`src/rtl/daq_tx_pkg.sv`:
```
// Shared types and helpers for the DAQ transmit arbiter: FSM state encoding,
// default packet timing and the saturating counter increment.
package daq_tx_pkg;

  typedef enum logic [2:0] {
    ST_IDLE      = 3'd0,
    ST_ARM       = 3'd1,
    ST_WAIT_DATA = 3'd2,
    ST_STREAM    = 3'd3,
    ST_ABORT     = 3'd4,
    ST_GAP       = 3'd5
  } state_t;

  localparam int DEF_PKT_WORDS = 100;
  localparam int DEF_TMO_CYC   = 32;
  localparam int DEF_IFG_CYC   = 4;

  localparam int CNT_W     = 8;
  localparam int PKT_CNT_W = 16;
  localparam int WCNT_W    = 7;

  function automatic logic [CNT_W-1:0] sat_inc(input logic [CNT_W-1:0] v);
    return (v == '1) ? v : v + CNT_W'(1);
  endfunction

endpackage

```
`src/rtl/rr_pick.sv`:
```
// Combinational round-robin finder: returns the first set request at or after
// ptr, wrapping cyclically, plus a flag telling whether any request is set.
module rr_pick #(
  parameter int N = 2,
  parameter int W = (N > 1) ? $clog2(N) : 1
) (
  input  logic [N-1:0] req,
  input  logic [W-1:0] ptr,
  output logic [W-1:0] idx,
  output logic         valid
);

  // Walk offsets from farthest to nearest so the nearest set request wins.
  always_comb begin
    idx   = '0;
    valid = 1'b0;
    for (int k = N - 1; k >= 0; k--) begin
      for (int i = 0; i < N; i++) begin
        if (((int'(ptr) + k) == i || (int'(ptr) + k) == (i + N)) && req[i]) begin
          idx   = W'(i);
          valid = 1'b1;
        end
      end
    end
  end

endmodule

```
`src/rtl/daq_tx_arb.sv`:
```
// Round-robin sequencer that shares one GbE MAC transmit path between NREQ
// packet builders, enforcing packet length, data-start timeout and frame gap.
module daq_tx_arb
  import daq_tx_pkg::*;
#(
  parameter int NREQ      = 2,
  parameter int PKT_WORDS = DEF_PKT_WORDS,
  parameter int TMO_CYC   = DEF_TMO_CYC,
  parameter int IFG_CYC   = DEF_IFG_CYC,
  parameter int GW        = (NREQ > 1) ? $clog2(NREQ) : 1
) (
  input  logic                   CLK,
  input  logic                   RST,
  input  logic [NREQ-1:0]        REQ,
  input  logic [16*NREQ-1:0]     DIN,
  input  logic [NREQ-1:0]        DVLD,
  input  logic                   MAC_ACK,
  output logic                   TX_REQ,
  output logic [NREQ-1:0]        ACK,
  output logic [15:0]            TXD,
  output logic                   TXD_VLD,
  output logic                   BUSY,
  output logic [GW-1:0]          GRANT,
  output logic [PKT_CNT_W-1:0]   PKT_CNT,
  output logic [CNT_W-1:0]       TMO_CNT,
  output logic [CNT_W-1:0]       LEN_ERR_CNT,
  output logic [2:0]             DBG_STATE
);

  // Handshake: TX_REQ stays high from the first ARM cycle until MAC_ACK (a
  // one-cycle pulse, honoured only in ARM) or the granted REQ falling; the
  // accepted start is relayed as a one-cycle ACK one clock later, after which
  // the source streams words qualified by DVLD until its first idle cycle.

  localparam int TW = $clog2(TMO_CYC) + 1;
  localparam int GPW = $clog2(IFG_CYC) + 1;
  localparam logic [TW-1:0]     TMO_LAST = TW'(TMO_CYC - 1);
  localparam logic [GPW-1:0]    GAP_LAST = GPW'(IFG_CYC - 1);
  localparam logic [WCNT_W-1:0] PW       = WCNT_W'(PKT_WORDS);
  localparam logic [WCNT_W-1:0] WCNT_MAX = '1;

  state_t              state;
  logic [GW-1:0]       grant;
  logic [GW-1:0]       ptr;
  logic [GW-1:0]       next_ptr;
  logic [GW-1:0]       pick_idx;
  logic                pick_vld;
  logic [TW-1:0]       timer;
  logic [GPW-1:0]      gap_cnt;
  logic [WCNT_W-1:0]   wcnt;
  logic                from_wait;
  logic                tx_req_r;
  logic [NREQ-1:0]     ack_r;
  logic [15:0]         txd_r;
  logic                txd_vld_r;
  logic [PKT_CNT_W-1:0] pkt_cnt;
  logic [CNT_W-1:0]    tmo_cnt;
  logic [CNT_W-1:0]    len_err_cnt;
  logic [15:0]         din_g;
  logic                dvld_g;
  logic                req_g;

  rr_pick #(.N(NREQ), .W(GW)) u_pick (
    .req   (REQ),
    .ptr   (ptr),
    .idx   (pick_idx),
    .valid (pick_vld)
  );

  // Only the granted source is ever looked at; everything else is ignored.
  always_comb begin
    din_g  = '0;
    dvld_g = 1'b0;
    req_g  = 1'b0;
    for (int i = 0; i < NREQ; i++) begin
      if (grant == GW'(i)) begin
        din_g  = DIN[16*i +: 16];
        dvld_g = DVLD[i];
        req_g  = REQ[i];
      end
    end
  end

  assign next_ptr = (grant == GW'(NREQ - 1)) ? '0 : grant + GW'(1);

  always_ff @(posedge CLK or posedge RST) begin
    if (RST) begin
      state       <= ST_IDLE;
      grant       <= '0;
      ptr         <= '0;
      timer       <= '0;
      gap_cnt     <= '0;
      wcnt        <= '0;
      from_wait   <= 1'b0;
      tx_req_r    <= 1'b0;
      ack_r       <= '0;
      txd_r       <= '0;
      txd_vld_r   <= 1'b0;
      pkt_cnt     <= '0;
      tmo_cnt     <= '0;
      len_err_cnt <= '0;
    end else begin
      ack_r <= '0;
      case (state)
        ST_IDLE: begin
          if (pick_vld) begin
            grant    <= pick_idx;
            tx_req_r <= 1'b1;
            state    <= ST_ARM;
          end
        end
        ST_ARM: begin
          if (MAC_ACK) begin
            ack_r    <= NREQ'(1) << grant;
            tx_req_r <= 1'b0;
            timer    <= '0;
            state    <= ST_WAIT_DATA;
          end else if (!req_g) begin
            tx_req_r <= 1'b0;
            state    <= ST_IDLE;
          end
        end
        ST_WAIT_DATA: begin
          // The first valid word is already forwarded here as word 1.
          if (dvld_g) begin
            txd_r     <= din_g;
            txd_vld_r <= 1'b1;
            wcnt      <= WCNT_W'(1);
            state     <= ST_STREAM;
          end else if (timer == TMO_LAST) begin
            from_wait <= 1'b1;
            state     <= ST_ABORT;
          end else begin
            timer <= timer + TW'(1);
          end
        end
        ST_STREAM: begin
          if (dvld_g) begin
            if (wcnt == WCNT_MAX) begin
              txd_vld_r   <= 1'b0;
              len_err_cnt <= sat_inc(len_err_cnt);
              from_wait   <= 1'b0;
              state       <= ST_ABORT;
            end else begin
              wcnt      <= wcnt + WCNT_W'(1);
              txd_r     <= din_g;
              txd_vld_r <= 1'b1;
            end
          end else begin
            txd_vld_r <= 1'b0;
            pkt_cnt   <= pkt_cnt + PKT_CNT_W'(1);
            if (wcnt != PW) len_err_cnt <= sat_inc(len_err_cnt);
            ptr       <= next_ptr;
            gap_cnt   <= '0;
            state     <= ST_GAP;
          end
        end
        ST_ABORT: begin
          if (from_wait) tmo_cnt <= sat_inc(tmo_cnt);
          txd_vld_r <= 1'b0;
          ptr       <= next_ptr;
          gap_cnt   <= '0;
          state     <= ST_GAP;
        end
        ST_GAP: begin
          txd_vld_r <= 1'b0;
          tx_req_r  <= 1'b0;
          if (gap_cnt == GAP_LAST) state <= ST_IDLE;
          else gap_cnt <= gap_cnt + GPW'(1);
        end
        default: state <= ST_IDLE;
      endcase
    end
  end

  assign TX_REQ      = tx_req_r;
  assign ACK         = ack_r;
  assign TXD         = txd_r;
  assign TXD_VLD     = txd_vld_r;
  assign BUSY        = (state != ST_IDLE);
  assign GRANT       = grant;
  assign PKT_CNT     = pkt_cnt;
  assign TMO_CNT     = tmo_cnt;
  assign LEN_ERR_CNT = len_err_cnt;
  assign DBG_STATE   = state;

endmodule

```
`config.mk`:
```
export PLATFORM = sky130hd
export DESIGN_NAME = daq_tx_arb
export DESIGN_NICKNAME = d
export VERILOG_FILES = /design/src/rtl/daq_tx_pkg.sv /design/src/rtl/rr_pick.sv /design/src/rtl/daq_tx_arb.sv
export SDC_FILE = /design/constraint.sdc
export NUM_CORES = 1
export LEC_CHECK = 0
export BUFFER_PORTS_ARGS = -buffer_cell sky130_fd_sc_hd__buf_4
export CORE_ASPECT_RATIO = 1.1
export CORE_MARGIN = 8
export CORE_UTILIZATION = 53
export DETAILED_ROUTE_END_ITERATION = 8
export PLACE_DENSITY = 0.8
export SLEW_MARGIN = 5
export SYNTH_ARGS = -nofsm -noshare
export SYNTH_HDL_FRONTEND = slang
export SYNTH_SLANG_ARGS = --single-unit
```
`constraint.sdc`:
```
create_clock -name CLK -period 2.55 [get_ports CLK]
set_input_delay 0.255 -clock CLK [delete_from_list [all_inputs] [get_ports CLK]]
set_output_delay 0.255 -clock CLK [all_outputs]
set_load 0.005 [all_outputs]
```
==> impl_metrics.csv <==
group,metric,value,unit
synthesis,ys_types,46,
critical_path,critPathMaxFanout,7,
cts,cts_resized,0,
synthesis,ys.warnings.count,0,
global_route,antenna_found_initial,0,
synthesis,ys_seq_area_share,50.91,%
sta,rsz0062_at_grt,"no",
critical_path,crit_type,"reg2reg",
critical_path,cp.required,2.78,ns
power,internal_power,2.608,mW
power,power_frac_comb,38.0,%
sta,slew_headroom,47.16,%
synthesis,synth_top_area_share,50.91,%
cts,cts_setup_buffers,0,
drt,routed_wl,8568,microns
power,ir_worst_vdd,0.6453,mV
critical_path,r2r_slack,0.34,ns
global_route,use_met1,20.75,%
final_layout,area_delta_synth_final,26.11,%
die,die-area,9773,sq um
sta,worst_pin_slew,0.7802,ns
synthesis,netlist_area,3637,sq um
die,initial_core_util,54.84,%
power,clkPwrFrac,18.6,%
synthesis,syn-num-nets,399,
final_layout,drive_gt1_share,28.04,%
global_route,grt_max_degree,39,
power,p_leak,2.205,nW
sta,finalCritPeriodShare,86.60,%
power,swShare,36.47,%
drt,remaining_drc_errors,0,
synthesis,synth_ff_type,"dfrtp_1",
sta,fin_worst_skew,0.007696,ns
cts,cts_made_buffers,9,
critical_path,r2r_start,"wcnt[0]",
cts,cts.sinks,74,
synthesis,synth.largest_area_cell,"dfrtp_1",
die,ioPinCount,96,
drt,via_count,2999,
place,portBuffers,95,
drt,drt_iter0_markers,123,
synthesis,netlist_instances,352,
critical_path,arrival,2.44,ns
cts,cts_tree,"built",
critical_path,cp-start-kind,"flop",
global_route,grtUsageMet3,6.045,%
critical_path,rr_endpoint,"LEN_ERR_CNT[7]",
sta,timing.fmax,0.4528,GHz
status,outcome,"finished, final reports clean",
power,p_sw,1.497,mW
global_route,grt.total_usage,17.88,%
die,die_y,102.9,microns
power,power.total,4.105,mW
power,sequentialPowerShare,43.4,%
drt,drtPass1Iterations,5,
sta,finalCriticalPeriod,2.208,ns
die,core,6633,sq um
die,die_w,94.99,microns
final_layout,layout.nets,497,
sta,fin_setup_tns,0,ns
global_route,grt_pass1_wl,13930,microns
job,max_cap_viol_count,0,
sta,setup_viol,0,
drt,wl_per_cell,16.01,microns
synthesis,ys_ff_latch,74,
global_route,met2_usage,30.46,%
worst_hold_path,min_path_type,"in2async",
cts,clkTransAtPathRegs,0.07,ns
sta,hold_violations,0,
synthesis,synthTopCellsByArea,"dfrtp_1 (51%), xnor2_1 (4.8%), mux2i_1 (4.7%), nor2_1 (4.3%), a21oi_1 (3.2%)",
die,rows,31,
cts,cts_buffer_depth,2,
global_route,top_usage_layer,"met2",
cts,clock_latency,0.34,ns
sta,finalMaxSlewViolations,0,
global_route,grt_pass1_vias,3072,
drt,avgViaCountPerCell,5.606,
synthesis,syn_area_per_cell,10.33,sq um
place,dpl.hpwl,6501,microns
critical_path,rr_worst_depth,6,
synthesis,async_flop_share,100.0,%
final_layout,num_antenna_cells,0,
place,gp_congestion,0.9478,
power,power.density,894.9,nW/um^2
global_route,overflow,0,
cts,cts-root-buf,"clkbuf_8",
critical_path,crit_path_end_kind,"flop",
synthesis,synth_edf_count,0,
drt,ant_nets,0,
cts,holdBufCountCts,0,
cts,cts-htree-levels,3,
Yosys cell counts (2+ instances only):
cell and count:
and4_1 3, mux2_1 3, xnor2_1 20, o32ai_1 2, buf_2 4, nor3_1 7
nand3_1 15, nand2_1 22, nand2b_1 4, nor3b_1 2, and3_1 10, mux2i_1 17
o21ai_0 16, clkbuf_1 9, xor2_1 12, o22ai_1 2, dfrtp_1 74, buf_6 2
inv_1 9, a31oi_1 4, a21oi_1 23, mux2_2 2, nor2_1 42, ha_1 8
and2_1 4, nand4_1 16
cell families (layout without fill, tap and decap cells):
group,after synthesis,after routing,share of synthesized area (%)
AO/OA/AOI/OAI,57,57,9.667
XOR/XNOR,32,32,7.706
adder cells (fa/ha/maj),8,8,2.752
buffers and inverters,24,125,3.027
flip-flops,74,74,50.91
multiplexers,23,23,6.845
AND/OR/NAND/NOR,134,134,19.09
stage by stage:
step / util, % / setup WS (ns) / cells / hold slack (ns) / area (sq um)
2_1_floorplan: - / 0.4134 / 352 / 0.4086 / 3637
3_3_place_gp: 66.78 / 0.4355 / 521 / 0.3933 / 4429
3_5_place_dp: 66.78 / 0.3535 / 521 / 0.3989 / 4429
4_1_cts: 69.16 / 0.3451 / 535 / 0.02815 / 4587
5_1_grt: 69.16 / 0.1921 / 535 / 0.05890 / 4587
6_report: 69.16 / 0.3416 / 535 / 0.01222 / 4587
critical path: stages (launching register included):
cell	delay [ns]
dfrtp_1	0.39
ha_1	0.24
and3_1	0.29
a21oi_2	0.10
or3_1	0.54
nor2_1	0.18
mux2_1	0.34
sequential cells by signal, summed over array words and instances (netlist names):
name,cells
PKT_CNT,16
TXD,16
LEN_ERR_CNT,8
TMO_CNT,8
wcnt,7
timer,6
DBG_STATE,3
gap_cnt,3
ACK,2
GRANT,1
TXD_VLD,1
TX_REQ,1
from_wait,1
ptr,1
per-layer routing:
metal,vias up,wire (microns)
li1,1437,-
met4,0,88
met3,11,694
met2,101,4293
met1,1450,3492
met5,-,0
worst max-delay path by stage:
| stage | startpoint | to |
|---|---|---|
| finish | wcnt[0] | LEN_ERR_CNT[7] |
| global route | wcnt[0] | LEN_ERR_CNT[7] |
| CTS | wcnt[0] | LEN_ERR_CNT[7] |
| detailed placement | wcnt[0] | LEN_ERR_CNT[7] |
| global placement | wcnt[0] | LEN_ERR_CNT[1] |
| floorplan | RST | ACK[0] |
layout make-up:
type	count	area [sq um]
clock inverter	4	20.02
fill	521	2046
clock buffer	10	137.6
multi-input combinational	254	1675
inverter	9	33.78
timing repair buffer	102	765.7
tap	82	102.6
sequential	74	1852
power by group through the flow:
stage          clock network [mW]  logic [mW]  registers [mW]
2_1_floorplan                   0       0.924            1.73
3_5_place_dp                    0        1.58            1.80
3_3_place_gp                    0        1.52            1.77
6_report                    0.764        1.56            1.78
5_1_grt                     0.837        1.73            1.83
4_1_cts                     0.781        1.58            1.78
cells in the final DEF (no fill, tap or decap), types with 2 or more instances in the layout:
master      n
a21oi_1    23
a31oi_1     4
and2_1      4
and3_1     10
and4_1      3
buf_4     102
clkbuf_8   10
clkinv_2    4
dfrtp_1    74
ha_1        8
inv_1       8
mux2_1      3
mux2_2      2
mux2i_1    17
nand2_1    22
nand2b_1    4
nand3_1    15
nand4_1    16
nor2_1     42
nor3_1      7
nor3b_1     2
o21ai_0    16
o22ai_1     2
o32ai_1     2
xnor2_1    20
xor2_1     12
Note: power is estimated with default switching activity, not from simulation.
